$ cat src/rtl/seven_seg_scan_decoder.sv
// Loopback checker for a multiplexed active-low seven-segment bus: reconstructs
// the hex value shown on each digit and flags blank, unknown and ghosting samples.
module seven_seg_scan_decoder #(
    parameter int unsigned NUM_DIGITS    = 4,
    parameter int unsigned STABLE_CYCLES = 4
) (
    input  logic                    clk,
    input  logic                    rst,
    input  logic [7:0]              seg_val,
    input  logic [NUM_DIGITS-1:0]   an,
    input  logic                    err_clr,
    output logic [4*NUM_DIGITS-1:0] digits,
    output logic [NUM_DIGITS-1:0]   digit_valid,
    output logic                    upd,
    output logic [((NUM_DIGITS > 1) ? $clog2(NUM_DIGITS) : 1)-1:0] upd_idx,
    output logic                    err_pattern,
    output logic                    err_ghost
);

    localparam int unsigned IW = (NUM_DIGITS > 1) ? $clog2(NUM_DIGITS) : 1;
    localparam int unsigned CW = $clog2(STABLE_CYCLES + 1);
    localparam logic [6:0]  BLANK = 7'h7F;

    typedef enum logic [1:0] {IDLE, TRACK, HELD} state_t;

    state_t                state;
    logic [CW-1:0]         cnt;
    logic [NUM_DIGITS-1:0] s_an, p_an;
    logic [6:0]            s_seg, p_seg;

    logic [NUM_DIGITS-1:0] lows_c;
    logic                  is_sel_c, is_ghost_c, same_c, start_c, cont_c, capture_c;
    logic [IW-1:0]         sel_idx_c;
    logic [CW-1:0]         nxt_cnt_c;
    logic [4:0]            dec_c;
    logic                  unused_c;

    assign unused_c = seg_val[7];

    // Team segment encoding; returns {recognised, value}.
    function automatic logic [4:0] decode(input logic [6:0] p);
        case (p)
            7'h40: decode = 5'h10;
            7'h79: decode = 5'h11;
            7'h24: decode = 5'h12;
            7'h30: decode = 5'h13;
            7'h19: decode = 5'h14;
            7'h12: decode = 5'h15;
            7'h02: decode = 5'h16;
            7'h78: decode = 5'h17;
            7'h00: decode = 5'h18;
            7'h18: decode = 5'h19;
            7'h08: decode = 5'h1A;
            7'h03: decode = 5'h1B;
            7'h46: decode = 5'h1C;
            7'h21: decode = 5'h1D;
            7'h06: decode = 5'h1E;
            7'h0E: decode = 5'h1F;
            default: decode = 5'h00;
        endcase
    endfunction

    // Classify the registered sample and work out the dwell counter update.
    always_comb begin
        lows_c     = ~s_an;
        is_sel_c   = (lows_c != '0) && ((lows_c & (lows_c - NUM_DIGITS'(1))) == '0);
        is_ghost_c = (lows_c != '0) && !is_sel_c;
        sel_idx_c  = '0;
        for (int unsigned i = 0; i < NUM_DIGITS; i++) begin
            if (lows_c[i]) sel_idx_c = IW'(i);
        end
        same_c    = (s_an == p_an) && (s_seg == p_seg);
        start_c   = is_sel_c && ((state == IDLE) || !same_c);
        cont_c    = is_sel_c && (state == TRACK) && same_c;
        nxt_cnt_c = start_c ? CW'(1) : (cnt + CW'(1));
        capture_c = (start_c || cont_c) && (nxt_cnt_c == CW'(STABLE_CYCLES));
        dec_c     = decode(s_seg);
    end

    always_ff @(posedge clk or posedge rst) begin
        if (rst) begin
            state       <= IDLE;
            cnt         <= '0;
            s_an        <= '1;
            p_an        <= '1;
            s_seg       <= '1;
            p_seg       <= '1;
            digits      <= '0;
            digit_valid <= '0;
            upd         <= 1'b0;
            upd_idx     <= '0;
            err_pattern <= 1'b0;
            err_ghost   <= 1'b0;
        end else begin
            s_an        <= an;
            s_seg       <= seg_val[6:0];
            p_an        <= s_an;
            p_seg       <= s_seg;
            upd         <= 1'b0;
            err_ghost   <= is_ghost_c | (err_ghost & ~err_clr);
            err_pattern <= err_pattern & ~err_clr;

            if (!is_sel_c) begin
                state <= IDLE;
                cnt   <= '0;
            end else if (capture_c) begin
                state   <= HELD;
                cnt     <= nxt_cnt_c;
                upd     <= 1'b1;
                upd_idx <= sel_idx_c;
                for (int unsigned i = 0; i < NUM_DIGITS; i++) begin
                    if (IW'(i) == sel_idx_c) begin
                        if (dec_c[4]) digits[4*i +: 4] <= dec_c[3:0];
                        digit_valid[i] <= dec_c[4];
                    end
                end
                // New error outranks a simultaneous clear.
                if (!dec_c[4] && (s_seg != BLANK)) err_pattern <= 1'b1;
            end else if (start_c || cont_c) begin
                state <= TRACK;
                cnt   <= nxt_cnt_c;
            end
        end
    end

endmodule

$ cat config.mk
export PLATFORM = sky130hd
export DESIGN_NAME = seven_seg_scan_decoder
export DESIGN_NICKNAME = d
export VERILOG_FILES = /design/src/rtl/seven_seg_scan_decoder.sv
export SDC_FILE = /design/constraint.sdc
export NUM_CORES = 1
export LEC_CHECK = 0
export ABC_AREA = 1
export CAP_MARGIN = 20
export CORE_ASPECT_RATIO = 1.25
export CORE_MARGIN = 3
export CORE_UTILIZATION = 58
export CTS_CLUSTER_SIZE = 24
export DETAILED_ROUTE_END_ITERATION = 10
export GPL_TIMING_DRIVEN = 0
export PLACE_DENSITY = 0.93
export SYNTH_ARGS = -nofsm -noshare
export SYNTH_HDL_FRONTEND = slang
export SYNTH_SLANG_ARGS = --single-unit
$ cat constraint.sdc
create_clock -name clk -period 3.9 [get_ports clk]
set_input_delay 0.78 -clock clk [delete_from_list [all_inputs] [get_ports clk]]
set_output_delay 0.78 -clock clk [all_outputs]
set_load 0.1 [all_outputs]
* After elaboration in Yosys (flattened, before gate mapping) *
Cells that the tools add are included.

cells by class
  add/sub/neg operators = 2
  multiply operators = 0
  div/mod/pow operators = 0
  magnitude comparators = 0
  equal/unequal tests = 24
  shift-type cells = 0
  multiplexer cells = 16
  bitwise gates (word level) = 6
  reduce and logical (&&, ||, !) cells = 27

operators with widths
  cell                                                                   number
  5-bit case mux with 16 select lines                                    1
  7-bit equality test, second input constant                             4
  7-bit by 5-bit equality test with 1-bit output, second input constant  3
  7-bit by 6-bit equality test with 1-bit output, second input constant  3
  4-bit AND reduction                                                    4
  7-bit by 2-bit equality test with 1-bit output, second input constant  2
  7-bit by 4-bit equality test with 1-bit output, second input constant  2
  3-bit 2-to-1 mux                                                       4
  3-bit AND reduction                                                    4
  2-bit 2-to-1 mux                                                       5
  1-bit logical AND                                                      8
  7-bit by 3-bit equality test with 1-bit output, second input constant  1
  7-bit equality test                                                    1
  7-bit logical NOT                                                      1
  7-bit != test, second input constant                                   1
  1-bit 2-to-1 mux                                                       6
  4-bit AND                                                              1
  2-bit equality test, first input constant                              2
  4-bit equality test                                                    1
  2-bit logical NOT                                                      2
  4-bit logical NOT                                                      1
  4-bit inverter                                                         1
  4-bit nonzero test                                                     1
  4-bit by 1-bit subtractor with 4-bit output, second input constant     1
  other kinds (11)                                                       15

storage, ports and cells
  register bits after elaboration = 52
  bits in latches = 0
  memory bits (writable) = 0
  ROM bits = 0
  output and inout port bits = 25
  memories kept = 0

* Longest topological paths before layout *
  depth after elaboration = 11
  depth in mapped cells = 13

* Least setup slack after synthesis *
Ideal clock, no wire load.

  path kind = register -> register
  from = register s_seg[6]
  to = register digits[12]
  library setup time = 122 ps
  arrival = 1,740 ps
  setup slack = 2,038 ps
  stages on the path, launching flop included = 13
  path buffers = 1
  path through = dfstp_2 -> buf_2 -> inv_1 -> nor2_1 -> inv_1 -> o21ai_0 -> nor2_1 -> nand2_1 -> nor2_4 -> nor2_2 -> nand3_2 -> nand2_1 -> nand2_1

on the way
  longest elaborated chain between the ends = 9

ends and longest elaborated chain
  element                               RTL line  source
  from (decl)                           29        logic [6:0] s_seg, p_seg;
  from (signal assigned)                96        s_seg <= seg_val[6:0];
  7-bit equality test                   72        same_c = (s_an == p_an) && (s_seg == p_seg);
  1-bit logical AND                     72
  1-bit logical NOT                     73        start_c = is_sel_c && ((state == IDLE) || !same_c);
  1-bit logical OR                      73
  1-bit logical AND                     73
  3-bit 2-to-1 mux                      75        nxt_cnt_c = start_c ? CW'(1) : (cnt + CW'(1));
  3-bit equality test                   76        capture_c = (start_c || cont_c) && (nxt_cnt_c == CW'(STABLE_CYCLES));
  1-bit logical AND                     76
  4-bit AND reduction (no source line)  -
  to (signal, indexed assignment)       113       if (dec_c[4]) digits[4*i +: 4] <= dec_c[3:0];
  to (decl)                             12        output logic [4*NUM_DIGITS-1:0] digits,

Several ways; a longest one is shown, not always the timed one.
A chain may end at the register's enable or synchronous reset.

* Worst setup path in the final report *
  from = register digits[3]
  to = output port digits[3]

No word-level cell between the ends.

==> results by group <==
Finish
  – Nets: 370
  – Layout cells sized above 1: 0.163
  – Area growth from synthesis to layout: 21.5%
  – FILL cells: 286
  – ANT cells: 0
  – Commonest non-fill, non-tap cell in the layout: nand2_1
  – Most frequent cells in the layout: nand2_1 (106), clkdlybuf4s50_1 (38), inv_1 (35)

Clock network
  – Reg clk slew, reported paths: about 90 ps
  – Count of hold buffers inserted by post-cts repair: 0
  – Postcts setup bufs: 0
  – CTS sink count: 52
  – Root Buffer: clkbuf_8
  – Post-CTS resize count: 0
  – CTS Buffer Depth: 2
  – Total CTS buffers: 5
  – H-tree levels: 2
  – CTS tree: built
  – Worst skew pair latency: roughly 300 ps

Timing
  – Sum Neg Setup Slack: 0 ps
  – Final Max Tran Viols: 0
  – Final worst path period need: 2610 ps
  – Max_slew headroom: 0.344
  – Fin crit share: 0.670
  – Setup violations, final: 0
  – Slew @ Worst Pin: around 980 ps
  – Final clock skew: ~9.0 ps
  – Final hold violations: 0
  – FMAX: 383 MHz
  – RSZ-0062 raised after global routing: false

Worst setup path
  – CP max stage delay: 1150 ps
  – Reg2reg end: digit_valid[0]
  – Reg2reg setup slack: between 1500 and 2000 ps
  – Crit path DAT: approximately 1800 ps
  – Critical Path, Cell by Cell: clkdlybuf4s50_1
  – Crit end category: output pin
  – Total stage count of the critical path: 1
  – Delay-heaviest family, CP: buffers and inverters
  – Worst endpoint required time: approximately 3100 ps
  – Startpoint class of the critical path: flip-flop
  – Critical-path top delay cell: clkdlybuf4s50_1
  – WS Path Type: flip-flop to output pin
  – Register-to-Register Path Depth: 10
  – Largest fanout on the critical path: 2
  – Crit path buf inv count: 1
  – R2R Path Start: s_seg[0]

Synth
  – Syn_nets: ~320
  – Xor/xnor share of the synthesized area: 0.0203
  – Post-Synth Simple-Gate Area: 0.353
  – Adder-Cell Fraction of Synth Area: 0.00484
  – Sequential-to-total area share from yosys stat: 0.514
  – Largest family of logic cells by synthesized area: simple AND/OR/NAND/NOR gates
  – Synth Cell Area: roughly 0.0026 sq mm
  – Synth warnings: 0
  – Syn_area_per_cell: 8.40 sq um
  – Mapped Cells: between 300 and 400
  – Complex-gate fraction of the synthesized area: 0.0445
  – Unique masters post-synth: 34
  – Multiplexer share of the synthesized area: 0
  – Flops & latches, synth: 52

Run status
  – Status: completed

Global routing
  – GR Overflow Total: 0
  – Initial antenna violation count: 0
  – Vias in the first global route: about 2,100
  – Largest net degree at the start of global routing: 30
  – GRT Util Overall: 0.227
  – First-pass GRT wire length: 9.32 mm

Power and ir drop
  – VDD IR-drop max: approximately 0.27 mV
  – Power share of the clock group: 0.303
  – Register share of total power: 0.587
  – Overall power: between 0.9 and 1 mW
  – Leak pwr: between 1.5 and 2 nW
  – Pwr/cell area: approximately 310 mW/mm^2
  – Sw Share: 0.260
  – Int Power: between 0.7 and 0.8 mW
  – NetSw: 0.256 mW
  – Comb power frac: 0.110

Routing
  – DR vias/cell: 5.36
  – Routed Antenna Nets: 0
  – WL final: 5.36 mm
  – Residual DRC: 0
  – DR vias: roughly 2,200
  – Initial DRC Count: approximately 100
  – DR pass1 iterations: 5
  – Routed length per instance: 13.0 um

Floorplan
  – Floorplan die height: a little over 80 um
  – Die Wd: between 60 and 70 um
  – Initial Util: 0.617
  – IO Count: 40
  – Row count: 26
  – Die area: around 0.0053 sq mm
  – Core area: 0.00420 sq mm

Min path
  – Hold depth: 0
  – Worst hold path class: flip-flop to flip-flop
  – Hold Path End: p_seg[6]
  – Hold path start: s_seg[6]

Job
  – Max-cap viol count: 0

Placement
  – Final HPWL DP: around 4 mm
  – I/O Buffers: 38
  – Gp weighted congestion: 0.921
-- metal layers --
layer	routed length (um)	vias up	global-route usage
li1	-	1072	-
met1	2120	1038	0.259
met2	2880	76	0.411
met3	223	16	0.0364
met4	138	0	0.0975
met5	0	-	0
-- registers in the layout, indices dropped and copies added (netlist names) --
register,flops
err_pattern,1
upd,1
upd_idx,2
s_seg,7
err_ghost,1
p_an,4
digits,16
cnt,3
s_an,4
state,2
p_seg,7
digit_valid,4
-- metrics by stage --
step	setup slack [ps]	instance area (sq um)	std cells	util	hold slack (ps)
after floorplan	1900	2590	308	-	352
after CTS	1280	3140	411	0.749	367
after detailed placement	1620	3060	403	0.729	355
after global placement	999	3040	402	0.724	353
after global routing	1250	3140	411	0.749	370
final	1290	3140	411	0.749	361
-- final cells by class --
| class | count | area (sq um) | area share |
|---|---|---|---|
| Clock buffer | 7 | 76.3 | 0.0243 |
| Timing Repair Buffer | 39 | 400 | 0.127 |
| Clock inverter | 1 | 8.76 | 0.00279 |
| Sequential cell | 52 | 1330 | 0.423 |
| Multi-Input combinational cell | 216 | 1090 | 0.348 |
| Tap cell | 56 | 70.1 | 0.0223 |
| Inverter | 37 | 139 | 0.0442 |
| Buffer | 3 | 25.0 | 0.00796 |
-- cells by family after synthesis --
| kind of cell | Yosys count |
|---|---|
| and+or+nand+nor | 193 |
| DFF | 52 |
| buffers and inverters | 40 |
| AOI/OAI and AO/OA | 16 |
| xor gates and xnor gates | 6 |
| adders and majority gates | 1 |
-- power by group through the flow --
stage,combinational [mW],sequential [mW],clock (mW)
final,0.108,0.578,0.298
after floorplan,0.0694,0.588,0
after detailed placement,0.107,0.587,0
after global routing,0.121,0.580,0.323
after CTS,0.109,0.577,0.305
after global placement,0.100,0.586,0
-- how the worst max path moves through the flow --
stage	from	endpoint	slack, ps
2_1_floorplan	rst	cnt[0]	1900
6_report	digits[3]	digits[3]	1290
3_5_place_dp	digits[8]	digits[8]	1620
4_1_cts	digits[8]	digits[8]	1280
3_3_place_gp	rst	cnt[2]	1000
5_1_grt	digits[8]	digits[8]	1250
-- cell usage after synthesis (all sizes together) --
| cell type | count | area (sq um) |
|---|---|---|
| buf | 3 | 25.0 |
| o41ai | 1 | 8.76 |
| nor3 | 6 | 40.0 |
| nand4 | 7 | 50.1 |
| dfrtp | 30 | 751 |
| a31oi | 1 | 21.3 |
| inv | 37 | 139 |
| nand2 | 108 | 415 |
| o21ai | 7 | 35.0 |
| a21oi | 3 | 15.0 |
| nand3 | 36 | 218 |
| o22ai | 1 | 6.26 |
| or2 | 1 | 6.26 |
| and3 | 1 | 6.26 |
| a31o | 1 | 8.76 |
| ha | 1 | 12.5 |
| o21bai | 1 | 11.3 |
| xnor2 | 4 | 35.0 |
| nor2 | 34 | 179 |
| dfstp | 22 | 578 |
| xor2 | 2 | 17.5 |
| o2111ai | 1 | 8.76 |
(Power assumes the default switching activity.)
